$ cat config.mk
export PLATFORM = sky130hd
export DESIGN_NAME = alu_op_sequencer
export DESIGN_NICKNAME = d
export VERILOG_FILES = /design/src/rtl/alu_pkg.sv /design/src/rtl/btn_debounce.sv /design/src/rtl/alu_op_sequencer.sv
export SDC_FILE = /design/constraint.sdc
export NUM_CORES = 1
export LEC_CHECK = 0
export BUFFER_PORTS_ARGS = -buffer_cell sky130_fd_sc_hd__buf_2
export CORE_MARGIN = 2
export CORE_UTILIZATION = 35
export CTS_BUF_LIST = sky130_fd_sc_hd__clkbuf_8
export CTS_CLUSTER_SIZE = 10
export DETAILED_ROUTE_END_ITERATION = 10
export PLACE_DENSITY = 0.53
export SYNTH_ARGS = -nofsm -noshare
export SYNTH_HDL_FRONTEND = slang
export SYNTH_SLANG_ARGS = --single-unit
$ cat constraint.sdc
create_clock -name clk -period 2.23 [get_ports clk]
set_clock_uncertainty 0.1 [all_clocks]
set_input_delay 0.1115 -clock clk [delete_from_list [all_inputs] [get_ports clk]]
set_output_delay 0.1115 -clock clk [all_outputs]
set_load 0.03 [all_outputs]
$ cat src/rtl/alu_pkg.sv
// Shared definitions for the ALU operator sequencer: opcodes, FSM state
// and seven-segment encoding (active-low {dp,g,f,e,d,c,b,a}).
package alu_pkg;

    localparam logic [2:0] OP_ADD = 3'b000;
    localparam logic [2:0] OP_SUB = 3'b001;
    localparam logic [2:0] OP_AND = 3'b010;
    localparam logic [2:0] OP_OR  = 3'b011;
    localparam logic [2:0] OP_XOR = 3'b100;
    localparam logic [2:0] OP_NOT = 3'b101;
    localparam logic [2:0] OP_LT  = 3'b110;
    localparam logic [2:0] OP_EQ  = 3'b111;

    typedef enum logic [1:0] {
        ST_IDLE,
        ST_SETTLE,
        ST_CAPTURE
    } state_e;

    localparam logic [7:0] SEG_HEX [16] = '{
        8'hC0, 8'hF9, 8'hA4, 8'hB0, 8'h99, 8'h92, 8'h82, 8'hF8,
        8'h80, 8'h90, 8'h88, 8'h83, 8'hC6, 8'hA1, 8'h86, 8'h8E
    };

    // A lit decimal point clears bit 7.
    function automatic logic [7:0] seg_enc(input logic [3:0] digit,
                                           input logic       dp);
        logic [7:0] s;
        s    = SEG_HEX[digit];
        s[7] = s[7] & ~dp;
        return s;
    endfunction

endpackage

$ cat src/rtl/btn_debounce.sv
// Button conditioner: 2-flop synchronizer, stability counter, rising edge.
// Ports: clk, rst (async high), btn_i (raw), step_pulse_o (1-cycle pulse).
module btn_debounce #(
    parameter int DEB_CYC = 1000000
) (
    input  logic clk,
    input  logic rst,
    input  logic btn_i,
    output logic step_pulse_o
);

    localparam int CW = $clog2(DEB_CYC + 1);

    logic          sync1_q;
    logic          sync2_q;
    logic          stable_q;
    logic          stable_d;
    logic          pulse_q;
    logic [CW-1:0] cnt_q;
    logic [CW-1:0] cnt_d;

    // Count consecutive cycles where the synced level disagrees with the
    // accepted level; any agreement restarts the count.
    always_comb begin
        stable_d = stable_q;
        cnt_d    = '0;
        if (sync2_q != stable_q) begin
            if (cnt_q == CW'(DEB_CYC - 1)) begin
                stable_d = sync2_q;
            end else begin
                cnt_d = cnt_q + CW'(1);
            end
        end
    end

    always_ff @(posedge clk or posedge rst) begin
        if (rst) begin
            sync1_q  <= 1'b0;
            sync2_q  <= 1'b0;
            stable_q <= 1'b0;
            cnt_q    <= '0;
            pulse_q  <= 1'b0;
        end else begin
            sync1_q  <= btn_i;
            sync2_q  <= sync1_q;
            stable_q <= stable_d;
            cnt_q    <= cnt_d;
            pulse_q  <= stable_d & ~stable_q;
        end
    end

    assign step_pulse_o = pulse_q;

endmodule

$ cat src/rtl/alu_op_sequencer.sv
// Lab-board ALU driver: issues operands/opcode, waits, captures, displays.
// Ports: switches/button in, ALU a/b/ctrl out, ALU res/car/of in,
// captured res/car/of, busy/done status, two active-low 7-seg digits.
module alu_op_sequencer
    import alu_pkg::*;
#(
    parameter int DEB_CYC    = 1000000,
    parameter int SETTLE_CYC = 2
) (
    input  logic       clk,
    input  logic       rst,
    input  logic [3:0] sw_a,
    input  logic [3:0] sw_b,
    input  logic       btn_step,
    input  logic       sweep,
    input  logic       hold_op,
    output logic [3:0] alu_a,
    output logic [3:0] alu_b,
    output logic [2:0] alu_ctrl,
    input  logic [3:0] alu_res,
    input  logic       alu_car,
    input  logic       alu_of,
    output logic [3:0] res_q,
    output logic       car_q,
    output logic       of_q,
    output logic       busy,
    output logic       done,
    output logic [7:0] op_seg,
    output logic [7:0] res_seg
);

    localparam int SW = $clog2(SETTLE_CYC + 1);

    logic step_pulse;

    btn_debounce #(
        .DEB_CYC(DEB_CYC)
    ) u_deb (
        .clk         (clk),
        .rst         (rst),
        .btn_i       (btn_step),
        .step_pulse_o(step_pulse)
    );

    state_e        state_q,  state_d;
    logic [SW-1:0] settle_q, settle_d;
    logic [3:0]    a_q,      a_d;
    logic [3:0]    b_q,      b_d;
    logic [2:0]    ctrl_q,   ctrl_d;
    logic [2:0]    opcnt_q,  opcnt_d;
    logic [2:0]    capop_q,  capop_d;
    logic          sweep_q,  sweep_d;
    logic [3:0]    res_d;
    logic          car_d;
    logic          of_d;
    logic          done_q,   done_d;

    always_comb begin
        state_d  = state_q;
        settle_d = settle_q;
        a_d      = a_q;
        b_d      = b_q;
        ctrl_d   = ctrl_q;
        opcnt_d  = opcnt_q;
        capop_d  = capop_q;
        sweep_d  = sweep_q;
        res_d    = res_q;
        car_d    = car_q;
        of_d     = of_q;
        done_d   = 1'b0;
        unique case (state_q)
            ST_IDLE: begin
                if (step_pulse) begin
                    a_d      = sw_a;
                    b_d      = sw_b;
                    ctrl_d   = sweep ? OP_ADD : opcnt_q;
                    sweep_d  = sweep;
                    settle_d = '0;
                    state_d  = ST_SETTLE;
                end
            end
            ST_SETTLE: begin
                if (settle_q == SW'(SETTLE_CYC - 1)) begin
                    state_d = ST_CAPTURE;
                end else begin
                    settle_d = settle_q + SW'(1);
                end
            end
            ST_CAPTURE: begin
                res_d   = alu_res;
                car_d   = alu_car;
                of_d    = alu_of;
                capop_d = ctrl_q;
                // A sweep chains straight into the next opcode's settle
                // window; only the last opcode ends the run.
                if (sweep_q && ctrl_q != OP_EQ) begin
                    ctrl_d   = ctrl_q + 3'd1;
                    settle_d = '0;
                    state_d  = ST_SETTLE;
                end else begin
                    done_d  = 1'b1;
                    state_d = ST_IDLE;
                    if (!sweep_q && !hold_op) begin
                        opcnt_d = opcnt_q + 3'd1;
                    end
                end
            end
            default: begin
                state_d = ST_IDLE;
            end
        endcase
    end

    always_ff @(posedge clk or posedge rst) begin
        if (rst) begin
            state_q  <= ST_IDLE;
            settle_q <= '0;
            a_q      <= '0;
            b_q      <= '0;
            ctrl_q   <= '0;
            opcnt_q  <= '0;
            capop_q  <= '0;
            sweep_q  <= 1'b0;
            res_q    <= '0;
            car_q    <= 1'b0;
            of_q     <= 1'b0;
            done_q   <= 1'b0;
        end else begin
            state_q  <= state_d;
            settle_q <= settle_d;
            a_q      <= a_d;
            b_q      <= b_d;
            ctrl_q   <= ctrl_d;
            opcnt_q  <= opcnt_d;
            capop_q  <= capop_d;
            sweep_q  <= sweep_d;
            res_q    <= res_d;
            car_q    <= car_d;
            of_q     <= of_d;
            done_q   <= done_d;
        end
    end

    assign alu_a    = a_q;
    assign alu_b    = b_q;
    assign alu_ctrl = ctrl_q;
    assign busy     = (state_q != ST_IDLE);
    assign done     = done_q;
    assign op_seg   = seg_enc({1'b0, capop_q}, car_q);
    assign res_seg  = seg_enc(res_q, of_q);

endmodule

-- Word-level counts from Yosys, hierarchy flattened
Memories as Yosys holds them, arrays and structs flattened.
Index checks and enable logic that the tools add are counted.
- bits in registers: 53
- ROM bits: 256
- input port bits: 19
- output and inout bits: 35
- memories: 2
- add/sub/neg operators: 4
- order comparisons: 2
- eq/ne operators: 10
- mux-type cells: 22
- bitwise operators: 9
- reductions and logical operators: 13
- memories (name ; words ; width ; rd ports ; clocked after Yosys merged registers in ; write ports ; line ; source):
    (no name shown) ; 16 ; 8 ; 1 ; 0 ; 0 ; alu_pkg.sv:29 ; s = SEG_HEX[digit];
    (no name shown) ; 16 ; 8 ; 1 ; 0 ; 0 ; alu_pkg.sv:29 ;
- operator list (cell ; count):
    $mux 20 ; 2
    $mux 8 ; 4
    $add 20x1->20 const B ; 1
    $eq 20x20->1 const B ; 1
    $pmux 2 s3 ; 2
    $ge 5x5->1 const B ; 2
    $mux 2 ; 5
    $mux 3 ; 3
    $add 3x1->3 const B ; 2
    $ne 2x2->1 const B ; 3
    $pmux 3 s2 ; 1
    $reduce_and 3->1 ; 2
    $mux 1 ; 5
    $not 3->5 ; 1
    $not 4->5 ; 1
    $eq 2x1->1 const B ; 2
    $not 1->1 ; 4
    $reduce_and 2->1 ; 2
    $reduce_and 4->1 ; 1
    $reduce_bool 2->1 ; 2
    $and 1x1->1 ; 3
    $ne 3x3->1 const B ; 1
    $reduce_bool 3->1 ; 1
    $add 2x1->2 const B ; 1
    6 further kinds ; 8

-- Logic depth before layout (Yosys ltp)
- word-level depth: 5
- mapped depth: 6

-- Cells and area by module
Synthesis repeated with hierarchy kept, for this count alone.
- cell total of the unflattened synthesis: 251
- area total of the unflattened synthesis: 2808.9 um^2
- modules (own cells, without submodules) (module ; instances ; cells each ; area each (um^2)):
    alu_op_sequencer ; 1 ; 143 ; 1620.3
    btn_debounce ; 1 ; 108 ; 1188.6

-- Worst setup path before layout
OpenSTA, ideal clock, no wires.
- path kind: register to output
- start: register res_q[3]
- end: output res_seg[4]
- data arrival time: 1.776 ns
- data required time: 2.019 ns
- setup slack: 0.242 ns
- stages on the path, launching flop included: 4
- buffers on the path: 1
- cell sequence: dfrtp_1 > clkbuf_1 > mux2i_1 > o21ai_0
- longest elaborated chain between the ends: 4
- ends and longest elaborated chain (item ; line ; source):
    start: declaration ; alu_op_sequencer.sv:23 ; output logic [3:0] res_q,
    start signal: assignment ; alu_op_sequencer.sv:137 ; res_q <= res_d;
    $not 4->5 (implied by the code) ; alu_pkg.sv:29 ;
    $mem_v2 16x8 ; n/a ;
    $mux 8 (implied by the code) (2 in a row) ; alu_pkg.sv:29 ;
    end: declaration ; alu_op_sequencer.sv:29 ; output logic [7:0] res_seg
No other way between the ends. The select of a mux whose other input is x is not followed.

-- Final worst setup path
- start: register res_q[0]
- end: output res_seg[0]
The elaborated chain is that of the path after synthesis.

==> impl_metrics.ini <==
[clocking]
cts-root-buf = clkbuf_8
clkTransAtPathRegs_ns = 0.10
clk_latency_ns = 0.32
htree_levels = 2
clkSinkCount = 53
cts.path.max_buffers = 2
numCtsBuffers = 5
cts_tree = yes

[sta]
tns_ns = 0
hold_viol = 0
grt_setup_unrepaired = no
final-max-slew-violation-count = 0
slew_headroom_pct = 60.3
clock.fmax_ghz = 0.475
hold-worst-slack_ns = 0.0156
setup_viol = 0
final_min_period_over_clock_period_pct = 94.4
worst_slew_pin_slew_ns = 0.595
finalWorstSetupSlack_ns = 0.125
fin_crit_ns = 2.11

[worst_setup_path]
slowest_delay_ns = 0.48
crit_required_ns = 2.02
critPathKind = reg2out
slowest_stage = dfrtp_2
cp-start-kind = flip-flop
crit_chain = inv_1 -> ha_1 -> nor2_1 -> or3b_2 -> o21ai_0 -> buf_4
end_kind = output pin
worstPathMaxFanout = 7
worstPathArrival_ns = 1.89

[global_route]
antenna_found_initial = 0
grt_pass1_wl_mm = 9.61
grt_overflow = 0
grtUsageTotal_pct = 13.8
grt_max_degree = 54
grt_pass1_vias = 2161

[place]
io_buffers = 53
dp_hpwl_mm = 3.83
globalplace.congestion = 0.766
placed_cells = 420
postPlaceCellArea_um2 = 3180
post-place-ws_ns = 0.288

[floorplanning]
die_y_um = 93.2
die_w_um = 93.2
row_count = 32
boundaryPins = 54
die_area_um2 = 8680
core_area_um2 = 7730
start_util_pct = 36.0

[hold_path]
hold_path_class = in2reg

[synth]
synth_nets = 304
syn_area_um2 = 2780
yosysTopAreaCell = dfrtp_1
synth_top_area_share_pct = 47.7
postSynthCellCount = 269
ys_top_cells_by_count = 53 x dfrtp_1, 27 x nor2_1, 26 x nand2_1
syn_avg_cell_area_um2 = 10.3
synthArstFlopShare_pct = 100
yosys.cell_types.count = 47
ys_top_cells_by_area = dfrtp_1 48%, ha_1 7.2%, mux2_2 4.5%
ys.flop_type = dfrtp_1
yosysMostFrequentCell = dfrtp_1
synth-warning-count = 0
ys_ff_latch = 53
synth_seq_area_share_pct = 47.7
synth_edf_count = 0

[layout]
area_delta_synth_final_pct = 24.1
antenna_cells = 0
drive_gt1_share_pct = 28.3
fillers = 734
fin_area_um2 = 3450
fin_nets = 377
fin_cells = 445

[routing]
vias_per_cell = 4.79
route.detailed.drc = 0
drt_first_pass_iters = 4
finalWirelength_mm = 5.66
drt.antenna.violating_nets = 0
drtIter0Drc = 113
vias = 2133
wl_per_cell_um = 12.7

[outcome]
outcome = completed

[job]
maxCapViolations = 0

[power_and_ir_drop]
p_leak_nw = 1.69
max-vdd-ir-drop_mv = 0.404
powerDensity_nw_per_um2 = 465
==> power breakdown <==
group / internal, W / switching, W
Sequential: 0.000967 / 0.00000539
Clock: 0.000220 / 0.000332
Combinational: 0.0000425 / 0.0000402
Total: 0.00123 / 0.000377
==> timing repair <==
action / in CTS / in global routing
hold buffers: 17 / 0
gates resized for setup: 1 / 4
endpoints found under the hold margin: 69 / 0
endpoints found under the setup margin: 1 / 2
setup buffers: 0 / 0
==> metal layers <==
layer  global-route usage, %  routed length [µm]
met1                    16.7                2580
met2                    24.3                2750
met3                    2.66                 239
met4                    4.78                  78
met5                       0                   0
==> per-stage QoR <==
| step | total power (W) | util (%) |
|---|---|---|
| 2_1_floorplan | 0.00102 | - |
| 3_5_place_dp | 0.00105 | 41.2 |
| 5_1_grt | 0.00167 | 44.7 |
| 3_3_place_gp | 0.00105 | 41.2 |
| 4_1_cts | 0.00163 | 44.5 |
| 6_report | 0.00161 | 44.7 |
==> kinds of logic after synthesis <==
kind of cell	count (synthesis)	synth area share (%)
AOI/OAI and AO/OA	40	9.22
xor gates and xnor gates	14	4.41
DFF	53	47.7
adders and majority gates	16	7.19
and+or+nand+nor	101	20.0
muxes	19	7.78
buffers and inverters	26	3.78
==> critical path, delay by kind of cell (launching register included) <==
family	cells	cell delay, ns
AOI/OAI and AO/OA	1	0.08
DFF	1	0.48
adders and majority gates	1	0.19
buffers and inverters	2	0.35
and+or+nand+nor	2	0.49
==> cell type report <==
type / count / area [µm²] / share of cell area, %
Inverter: 18 / 67.6 / 1.96
Timing Repair Buffer: 74 / 480 / 13.9
Clock buffer: 5 / 68.8 / 1.99
Clock inverter: 3 / 17.5 / 0.507
Multi-Input combinational cell: 190 / 1360 / 39.5
Tap cell: 102 / 128 / 3.69
Sequential cell: 53 / 1330 / 38.5
==> worst paths after layout <==
check / start / to / slack [ns] / depth (start not counted)
hold / removal: hold_op / opcnt_q[0]$_DFFE_PP0P_ / 0.02 / 3
min in group asynchronous: rst / alu_a[0]$_DFFE_PP0P_ / 0.30 / 4
setup / recovery: res_q[0]$_DFFE_PP0P_ / res_seg[0] / 0.12 / 6
setup reg to reg: alu_ctrl[0]$_DFFE_PP0P_ / settle_q[1]$_DFFE_PP0P_ / 0.29 / 6
hold reg to reg: u_deb.sync1_q$_DFF_PP0_ / u_deb.sync2_q$_DFF_PP0_ / 0.26 / 0
max in group asynchronous: rst / res_q[0]$_DFFE_PP0P_ / 1.49 / 4
==> flip-flops by register name, summed over array words and instances, names as in the netlist, 3 cells and up <==
register and flops:
capop_q 3, alu_a 4, u_deb.cnt_q 20, opcnt_q 3, res_q 4, alu_b 4, alu_ctrl 3
==> cell usage in the layout (no fill, tap or decap), types with 2 or more instances in the layout <==
cell type	count
a21o_1	2
a21oi_1	16
a21oi_2	2
a31o_2	2
and3_1	2
and3_2	2
buf_2	52
buf_4	4
clkbuf_8	5
dfrtp_1	51
dfrtp_2	2
dlygate4sd3_1	17
ha_1	15
inv_1	18
mux2_2	11
mux2i_1	7
nand2_1	26
nand2b_1	4
nand3_1	4
nand4_1	7
nand4b_1	2
nor2_1	27
nor2b_1	3
nor3_1	4
nor3b_1	2
nor4_1	3
nor4b_1	2
o21ai_0	12
xnor2_1	7
xor2_1	7
(Power assumes the default switching activity.)
